### config.mk
export PLATFORM = sky130hd
export DESIGN_NAME = stall_ctrl
export DESIGN_NICKNAME = d
export VERILOG_FILES = /design/src/rtl/stall_ctrl_pkg.sv /design/src/rtl/stall_ctrl_load_use_detect.sv /design/src/rtl/stall_ctrl.sv
export SDC_FILE = /design/constraint.sdc
export NUM_CORES = 1
export LEC_CHECK = 0
export CELL_PAD_IN_SITES_DETAIL_PLACEMENT = 1
export CELL_PAD_IN_SITES_GLOBAL_PLACEMENT = 2
export CORE_ASPECT_RATIO = 0.9
export CORE_UTILIZATION = 17
export CTS_BUF_LIST = sky130_fd_sc_hd__clkbuf_2 sky130_fd_sc_hd__clkbuf_4 sky130_fd_sc_hd__clkbuf_8
export CTS_CLUSTER_SIZE = 16
export DETAILED_ROUTE_END_ITERATION = 16
export PLACE_DENSITY = 0.89
export SLEW_MARGIN = 25
export SYNTH_ARGS = -nofsm -noshare
export SYNTH_HDL_FRONTEND = slang
export SYNTH_SLANG_ARGS = --single-unit
### constraint.sdc
create_clock -name clk -period 5.21 [get_ports clk]
set_input_delay 0.521 -clock clk [delete_from_list [all_inputs] [get_ports clk]]
set_output_delay 0.521 -clock clk [all_outputs]
set_load 0.01 [all_outputs]
### src/rtl/stall_ctrl_pkg.sv
// rtl/stall_ctrl_pkg.sv - shared types, stage indices and helpers for the stall controller
package stall_ctrl_pkg;

  localparam int STALL_W    = 6;
  localparam int REG_AW     = 5;
  localparam int LU_CNT_W   = 2;

  // Stage positions inside the stall vector
  localparam int STALL_ID   = 2;
  localparam int STALL_EX   = 3;
  localparam int STALL_DC   = 4;
  localparam int STALL_MEM  = 5;

  typedef enum logic [1:0] {
    ST_RUN       = 2'd0,
    ST_LU_WAIT   = 2'd1,
    ST_DIV_WAIT  = 2'd2,
    ST_MISS_WAIT = 2'd3
  } state_e;

  // Hold every stage from PC up to and including 'stage'
  function automatic logic [STALL_W-1:0] stall_through(input int stage);
    logic [STALL_W-1:0] m;
    m = '0;
    for (int i = 0; i < STALL_W; i++) begin
      if (i <= stage) m[i] = 1'b1;
    end
    return m;
  endfunction

  function automatic logic reads_reg(input logic rs_ren, input logic [REG_AW-1:0] rs,
                                     input logic rt_ren, input logic [REG_AW-1:0] rt,
                                     input logic [REG_AW-1:0] dst);
    return (rs_ren && (rs == dst)) || (rt_ren && (rt == dst));
  endfunction

endpackage

### src/rtl/stall_ctrl_load_use_detect.sv
// rtl/stall_ctrl_load_use_detect.sv - compares ID sources against EX/DCACHE load destinations
module stall_ctrl_load_use_detect
  import stall_ctrl_pkg::*;
(
  input  logic              id_valid_i,
  input  logic              rs_ren_i,
  input  logic [REG_AW-1:0] rs_raddr_i,
  input  logic              rt_ren_i,
  input  logic [REG_AW-1:0] rt_raddr_i,
  input  logic              ex_we_i,
  input  logic              ex_load_i,
  input  logic [REG_AW-1:0] ex_waddr_i,
  input  logic              dc_we_i,
  input  logic              dc_load_i,
  input  logic [REG_AW-1:0] dc_waddr_i,
  output logic              hit_o,
  output logic              need_two_o
);

  logic ex_ld_v;
  logic dc_ld_v;
  logic ex_hit;
  logic dc_hit;

  // $0 is hardwired, so a load targeting it can never create a hazard
  assign ex_ld_v = ex_we_i && ex_load_i && (ex_waddr_i != '0);
  assign dc_ld_v = dc_we_i && dc_load_i && (dc_waddr_i != '0);

  assign ex_hit = id_valid_i && ex_ld_v &&
                  reads_reg(rs_ren_i, rs_raddr_i, rt_ren_i, rt_raddr_i, ex_waddr_i);
  assign dc_hit = id_valid_i && dc_ld_v &&
                  reads_reg(rs_ren_i, rs_raddr_i, rt_ren_i, rt_raddr_i, dc_waddr_i);

  assign hit_o      = ex_hit || dc_hit;
  assign need_two_o = ex_hit;

endmodule

### src/rtl/stall_ctrl.sv
// rtl/stall_ctrl.sv - pipeline stall/bubble controller for load-use, divider and dcache miss
// Optional perf counters enabled by defining STALL_CTRL_PERF_EN.
module stall_ctrl
  import stall_ctrl_pkg::*;
#(
  parameter int PERF_W = 32
) (
  input  logic               clk,
  input  logic               rst,
  input  logic               flush,
  input  logic               id_valid,
  input  logic               id_rs_ren,
  input  logic [REG_AW-1:0]  id_rs_raddr,
  input  logic               id_rt_ren,
  input  logic [REG_AW-1:0]  id_rt_raddr,
  input  logic               ex_we,
  input  logic               ex_load,
  input  logic [REG_AW-1:0]  ex_waddr,
  input  logic               dc_we,
  input  logic               dc_load,
  input  logic [REG_AW-1:0]  dc_waddr,
  input  logic               dcache_miss,
  input  logic               div_start,
  input  logic               div_ready,
  output logic [STALL_W-1:0] stall,
  output logic               ex_bubble,
  output logic [PERF_W-1:0]  perf_stall_cnt,
  output logic [PERF_W-1:0]  perf_lu_cnt
);

  localparam logic [STALL_W-1:0] STALL_TO_ID = stall_through(STALL_ID);
  localparam logic [STALL_W-1:0] STALL_TO_EX = stall_through(STALL_EX);
  localparam logic [STALL_W-1:0] STALL_TO_DC = stall_through(STALL_DC);

  state_e              state_q, state_d;
  state_e              ret_q, ret_d;
  state_e              eff_state;
  logic [LU_CNT_W-1:0] lu_cnt_q, lu_cnt_d;
  logic                lu_hit;
  logic                lu_two;
  logic                div_go;
  logic [STALL_W-1:0]  stall_c;
  logic                bubble_c;

  stall_ctrl_load_use_detect u_lud (
    .id_valid_i (id_valid),
    .rs_ren_i   (id_rs_ren),
    .rs_raddr_i (id_rs_raddr),
    .rt_ren_i   (id_rt_ren),
    .rt_raddr_i (id_rt_raddr),
    .ex_we_i    (ex_we),
    .ex_load_i  (ex_load),
    .ex_waddr_i (ex_waddr),
    .dc_we_i    (dc_we),
    .dc_load_i  (dc_load),
    .dc_waddr_i (dc_waddr),
    .hit_o      (lu_hit),
    .need_two_o (lu_two)
  );

  // MISS_WAIT only parks the interrupted wait; once the miss clears we act as that state
  assign eff_state = (state_q == ST_MISS_WAIT) ? ret_q : state_q;
  assign div_go    = div_start && !div_ready;

  always_comb begin
    stall_c  = '0;
    bubble_c = 1'b0;
    if (rst || flush) begin
      stall_c  = '0;
    end else if (dcache_miss) begin
      stall_c  = STALL_TO_DC;
    end else begin
      case (eff_state)
        ST_DIV_WAIT: stall_c = STALL_TO_EX;
        ST_LU_WAIT: begin
          stall_c  = STALL_TO_ID;
          bubble_c = 1'b1;
        end
        default: begin
          if (lu_hit) begin
            stall_c  = STALL_TO_ID;
            bubble_c = 1'b1;
          end
        end
      endcase
    end
  end

  always_comb begin
    state_d  = state_q;
    ret_d    = ret_q;
    lu_cnt_d = lu_cnt_q;
    if (flush) begin
      state_d  = ST_RUN;
      ret_d    = ST_RUN;
      lu_cnt_d = '0;
    end else if (dcache_miss) begin
      // Freeze the pending wait, but still record a divider that finishes or starts meanwhile
      state_d = ST_MISS_WAIT;
      ret_d   = eff_state;
      if (eff_state == ST_DIV_WAIT && div_ready) begin
        ret_d = ST_RUN;
      end else if (eff_state == ST_RUN && div_go) begin
        ret_d = ST_DIV_WAIT;
      end
    end else begin
      ret_d = ST_RUN;
      case (eff_state)
        ST_LU_WAIT: begin
          if (lu_cnt_q <= LU_CNT_W'(1)) begin
            state_d  = ST_RUN;
            lu_cnt_d = '0;
          end else begin
            state_d  = ST_LU_WAIT;
            lu_cnt_d = lu_cnt_q - LU_CNT_W'(1);
          end
        end
        ST_DIV_WAIT: begin
          state_d = div_ready ? ST_RUN : ST_DIV_WAIT;
        end
        default: begin
          if (div_go) begin
            state_d  = ST_DIV_WAIT;
            lu_cnt_d = '0;
          end else if (lu_hit && lu_two) begin
            state_d  = ST_LU_WAIT;
            lu_cnt_d = LU_CNT_W'(1);
          end else begin
            state_d  = ST_RUN;
            lu_cnt_d = '0;
          end
        end
      endcase
    end
  end

  always_ff @(posedge clk or posedge rst) begin
    if (rst) begin
      state_q  <= ST_RUN;
      ret_q    <= ST_RUN;
      lu_cnt_q <= '0;
    end else begin
      state_q  <= state_d;
      ret_q    <= ret_d;
      lu_cnt_q <= lu_cnt_d;
    end
  end

  assign stall     = stall_c;
  assign ex_bubble = bubble_c;

`ifdef STALL_CTRL_PERF_EN
  logic [PERF_W-1:0] perf_stall_q;
  logic [PERF_W-1:0] perf_lu_q;

  // Bubbles are only ever issued for load-use, so ex_bubble marks a load-use stall cycle
  always_ff @(posedge clk or posedge rst) begin
    if (rst) begin
      perf_stall_q <= '0;
      perf_lu_q    <= '0;
    end else begin
      if (stall_c != '0) perf_stall_q <= perf_stall_q + PERF_W'(1);
      if (bubble_c)      perf_lu_q    <= perf_lu_q + PERF_W'(1);
    end
  end

  assign perf_stall_cnt = perf_stall_q;
  assign perf_lu_cnt    = perf_lu_q;
`else
  assign perf_stall_cnt = '0;
  assign perf_lu_cnt    = '0;
`endif

endmodule

After elaboration in Yosys (flattened, before gate mapping)
Cells that the tools add are included.
{"block": "totals", "regBits": 6, "inputBits": 33, "out_inout_bits": 71, "elab_cells": 64}
{"block": "op_classes", "n_addsub": 1, "n_lt_le_gt_ge": 1, "eq_ne": 9, "n_mux": 25, "reduce_logical": 25}
{"operator": "$mux W2", "count": 12}
{"operator": "$eq A5 B5 Y1", "count": 4}
{"operator": "$logic_and A1 B1 Y1", "count": 16}
{"operator": "$mux W5", "count": 2}
{"operator": "$reduce_bool A5 Y1", "count": 2}
{"operator": "$pmux W2 S2", "count": 2}
{"operator": "$pmux W4 S2", "count": 1}
{"operator": "$mux W1", "count": 6}
{"operator": "$eq A2 B2 Y1 const B", "count": 2}
{"operator": "$logic_or A1 B1 Y1", "count": 4}
{"operator": "$ne A2 B2 Y1 const B", "count": 2}
{"operator": "$mux W3", "count": 1}
{"operator": "$eq A2 B1 Y1 const B", "count": 1}
{"operator": "$le A2 B1 Y1 const B", "count": 1}
{"operator": "$logic_not A2 Y1", "count": 1}
{"operator": "$pmux W1 S2", "count": 1}
{"operator": "$reduce_and A2 Y1", "count": 1}
{"operator": "$sub A2 B1 Y2 const B", "count": 1}
{"operator": "$logic_not A1 Y1", "count": 1}

Logic depth before layout (Yosys ltp)
{"block": "logic_depth", "depth_word": 11, "ltp_mapped": 8, "mapped_depth_nobuf": 8}

Hierarchy
From an unflattened synthesis, not the netlist that was laid out.
{"block": "hier_totals", "hier_cells": 147, "area_unflattened_um2": 1184.9}
{"module": "stall_ctrl", "n_inst": 1, "cells_per_inst": 113, "area_each_um2": 905.9, "seq_area_each_um2": 150.1}
{"module": "stall_ctrl_load_use_detect", "n_inst": 1, "cells_per_inst": 34, "area_each_um2": 279.0, "seq_area_each_um2": 0.0}

Least setup slack after synthesis
Ideal clock, no wire load.
{"block": "synth_path", "path_type": "register -> output", "from": "register ret_q[1]", "to": "output port stall[1]", "arrival_time_ps": 1627, "t_required_ps": 4689, "slack_ps": 3062, "stages_incl_launch_ff": 8, "path_cell_list": "dfrtp_1 o21ai_0 inv_1 ha_1 nor3_1 nor2_1 nand3_1 buf_4"}
{"block": "synth_between", "elab_chain_len": 5}
{"element": "start, declared", "line_no": "stall_ctrl.sv:36", "rtl": "state_e ret_q, ret_d;"}
{"element": "start signal, assigned", "line_no": "stall_ctrl.sv:144", "rtl": "ret_q <= ret_d;"}
{"element": "$mux W2 *", "line_no": "stall_ctrl.sv:62", "rtl": "assign eff_state = (state_q == ST_MISS_WAIT) ? ret_q : state_q;"}
{"element": "$eq A2 B1 Y1 or $eq A2 B2 Y1 (tied branches)", "line_no": "stall_ctrl.sv:73", "rtl": "case (eff_state)"}
{"element": "$pmux W4 S2 *", "line_no": "stall_ctrl.sv:73"}
{"element": "$mux W5 *", "line_no": "stall_ctrl.sv:70", "rtl": "end else if (dcache_miss) begin"}
{"element": "$mux W5 *", "line_no": "stall_ctrl.sv:68", "rtl": "if (rst || flush) begin"}
{"element": "end, declared", "line_no": "stall_ctrl.sv:25", "rtl": "output logic [STALL_W-1:0] stall,"}
Every way passes the cells marked *; elsewhere a longest branch is shown, timed or not.

Worst setup path after layout
{"block": "layout_path", "from": "input port dc_waddr[0]", "to": "output port stall[2]"}
{"block": "layout_between", "elab_chain_len": 9}
{"element": "start, declared", "line_no": "stall_ctrl.sv:21", "rtl": "input logic [REG_AW-1:0] dc_waddr,"}
{"element": "$eq A5 B5 Y1 or $reduce_bool A5 Y1 (tied branches)", "line_no": "stall_ctrl_pkg.sv:34, stall_ctrl_load_use_detect.sv:27"}
{"element": "$logic_and A1 B1 Y1, on equally long branches", "line_no": "stall_ctrl_pkg.sv:34, stall_ctrl_load_use_detect.sv:27"}
{"element": "$logic_or A1 B1 Y1 or $logic_and A1 B1 Y1 (tied branches)", "line_no": "stall_ctrl_pkg.sv:34, stall_ctrl_load_use_detect.sv:31"}
{"element": "$logic_and A1 B1 Y1 *", "line_no": "stall_ctrl_load_use_detect.sv:31", "rtl": "assign dc_hit = id_valid_i && dc_ld_v &&"}
{"element": "$logic_or A1 B1 Y1 *", "line_no": "stall_ctrl_load_use_detect.sv:34", "rtl": "assign hit_o = ex_hit || dc_hit;"}
{"element": "$mux W3 *", "line_no": "stall_ctrl.sv:80", "rtl": "if (lu_hit) begin"}
{"element": "$pmux W4 S2 *", "line_no": "stall_ctrl.sv:73"}
{"element": "$mux W5 *", "line_no": "stall_ctrl.sv:70"}
{"element": "$mux W5 *", "line_no": "stall_ctrl.sv:68"}
Marks and branches as above.

==> impl_metrics.tcl <==
set metrics [dict create \
    synth.avg_cell_area_um2 7.62 \
    holdBufCountCts 0 \
    ff2ff_setup_slack_ns 3.25 \
    cap_viol_max_count 0 \
    synth_top_area_share 0.410 \
    cp_slowest_stage_delay_ns 0.55 \
    vias_per_cell 3.34 \
    fmax_mhz 327 \
    post_cts_buffers 0 \
    fin_setup_tns_ns 0 \
    fin_nets 237 \
    ios 104 \
    detail_route.wl_per_cell_um 9.52 \
    crit_top_cell "clkdlybuf4s50_1" \
    worst_hold_path_type "register to register" \
    dpl_cell_area_um2 1460 \
    ys_seq_area_frac 0.122 \
    dpl.hpwl_um 2510 \
    synth_cell_type_count 28 \
    ys_seq_elements 6 \
    cts_tree "yes" \
    initial_core_util 0.175 \
    grt_most_used_layer "met2" \
    cts.clk_slew.worst_paths_ns 0.04 \
    power_density_nw_per_um2 145 \
    async_flop_share 1.00 \
    yosysWarningCount 0 \
    drv_slew 0 \
    status "finished, final reports clean" \
    use_met1 0.0878 \
    syn-cell-area_um2 1230 \
    slew_headroom 0.660 \
    critical_path.cell_chain "clkdlybuf4s50_1 -> xor2_1 -> nor4_1 -> and3_1 -> o21ai_0 -> nand3_1 -> clkdlybuf4s50_1" \
    ys.flop_type "dfrtp_1" \
    crit_path_end_kind "output port" \
    critPathRequiredTime_ns 4.69 \
    coreArea_um2 7000 \
    cp_slowest_cell "clkdlybuf4s50_1" \
    dr.pass1.iters 4 \
    synthAdderAreaFrac 0.0306 \
    critPathBufInv 2 \
    p_leak_nw 0.701 \
    finalCritPeriodShare 0.586 \
    synth_top_family_by_area "buffers and inverters" \
    die_x_um 91.6 \
    peakVddDrop_mv 0.0422 \
    cts_max_level 1 \
    synth-compound-area-share 0.107 \
    skew_ns 0.00231 \
    drt_iter0_drc 14 \
    synth_area_leader_cell "buf_4" \
    start_kind "input port" \
    clk_latency_ns 0.22 \
    die_area_um2 7560 \
    tightest_slew_ns 0.505 \
    min_period_ns 3.05 \
    totalPowerFinal_w 0.000218 \
    grt_max_degree 9 \
    portBuffers 38 \
    yosysMostFrequentCell "buf_4" \
    synth_common_cells "buf_4 (67), xor2_1 (16), nor2_1 (14)" \
    synth-edff-count 0 \
    cts-resized-gates 0 \
    floorplan.rows 29 \
    diodes 0 \
    hold_viol 0 \
    drive_above_1_share 0.0352 \
    ant_nets 0 \
    die_h_um 82.6 \
    grt_first_pass_wirelength_um 4110 \
    fin_area_um2 1500 \
    clockBufferDepth 2 \
    remaining_drc_errors 0 \
    drt_wl_total_um 2780 \
    cts_made_buffers 3 \
    finalWeightedCongestion 0.813 \
    grtUsageMet3 0.0183 \
    synth-simple-area-share 0.154 \
    antenna_found_initial 0 \
    synth_area_leaders "buf_4 (41%), dfrtp_1 (12%), xor2_1 (11%)" \
    grt_setup_unrepaired "false" \
    gr-usage-met2 0.119 \
    cts-root-buf "clkbuf_8" \
    cp.arrival_ns 2.53 \
    cp_max_fo 3 \
    path_delay_family "buffers and inverters" \
    syn_inst 161 \
    vias 975 \
    worstSetupPathType "input port to output port" \
    track_usage 0.0710 \
    setup-violations-final 0 \
    cts.sinks 6 \
    syn2layout_area_growth_pct 22.4 \
    synth-xor-area-share 0.143 \
    synth_mux_area_frac 0.00917 \
    grt-ovfl-total 0 \
    grt_pass1_vias 890 \
]
-- cell type report --
cell class	count	area [um2]
clock buffers	3	41.3
fillers	874	5500
inverters	7	26.3
multi-input cells	145	788
flip-flops and latches	6	150
well taps	93	116
repair buffers	38	380
-- cells in the final DEF, fill, tap and decap left out, types with 4 or more instances in the layout --
cell type        Yosys  routed
nand2_1              4       4
nor2_1              14      14
a21oi_1              5       5
xnor2_1              4       4
nor3_1               4       4
dfrtp_1              6       6
nor4_1               4       4
clkdlybuf4s50_1      0      38
xor2_1              16      16
inv_1                7       7
conb_1               1      65
-- path summary, 6_finish.rpt --
kind	cells after the start	from	end
worst max-delay path	7	dc_waddr[0]	stall[2]
worst min register to register	2	lu_cnt_q[1]	lu_cnt_q[1]
worst max register to register	7	state_q[0]	state_q[1]
max in group asynchronous	2	rst	lu_cnt_q[0]
worst min-delay path	2	lu_cnt_q[1]	lu_cnt_q[1]
min in group asynchronous	2	rst	ret_q[0]
-- worst min-delay path, stage by stage (launching register included) --
cell	delay [ns]
dfrtp_1	0.37
nand2b_1	0.08
a21oi_1	0.04
-- state kept, by name (all words and copies together), names as in the netlist --
register	count
lu_cnt_q	2
ret_q	2
state_q	2
-- kinds of logic after synthesis --
family          count (synthesis)
mux                             1
flops                           6
fa+ha+maj                       3
xor+xnor                       20
compound gates                 18
simple gates                   38
other cells                     1
buf+inv                        74
-- power breakdown --
part           internal [W]  switching, W  leakage [nW]
clock             0.0000497     0.0000210        0.0216
sequential        0.0000489    0.00000104        0.0803
combinational     0.0000420     0.0000558         0.599
total              0.000141     0.0000778         0.701
-- metrics by stage --
stage                util  cells  hold slack [ns]  setup WS [ns]
global placement    0.209    289            0.513           2.19
floorplan               -    225            0.312           3.06
finish              0.215    292            0.535           2.16
CTS                 0.215    292            0.539           2.11
global route        0.215    292            0.570           1.94
detailed placement  0.209    289            0.533           2.12
-- layer usage --
metal | wire [um] | part of all wire
met5 | 0 | 0
met4 | 40 | 0.014
met3 | 174 | 0.063
met2 | 1430 | 0.52
met1 | 1130 | 0.41
(Power assumes the default switching activity.)
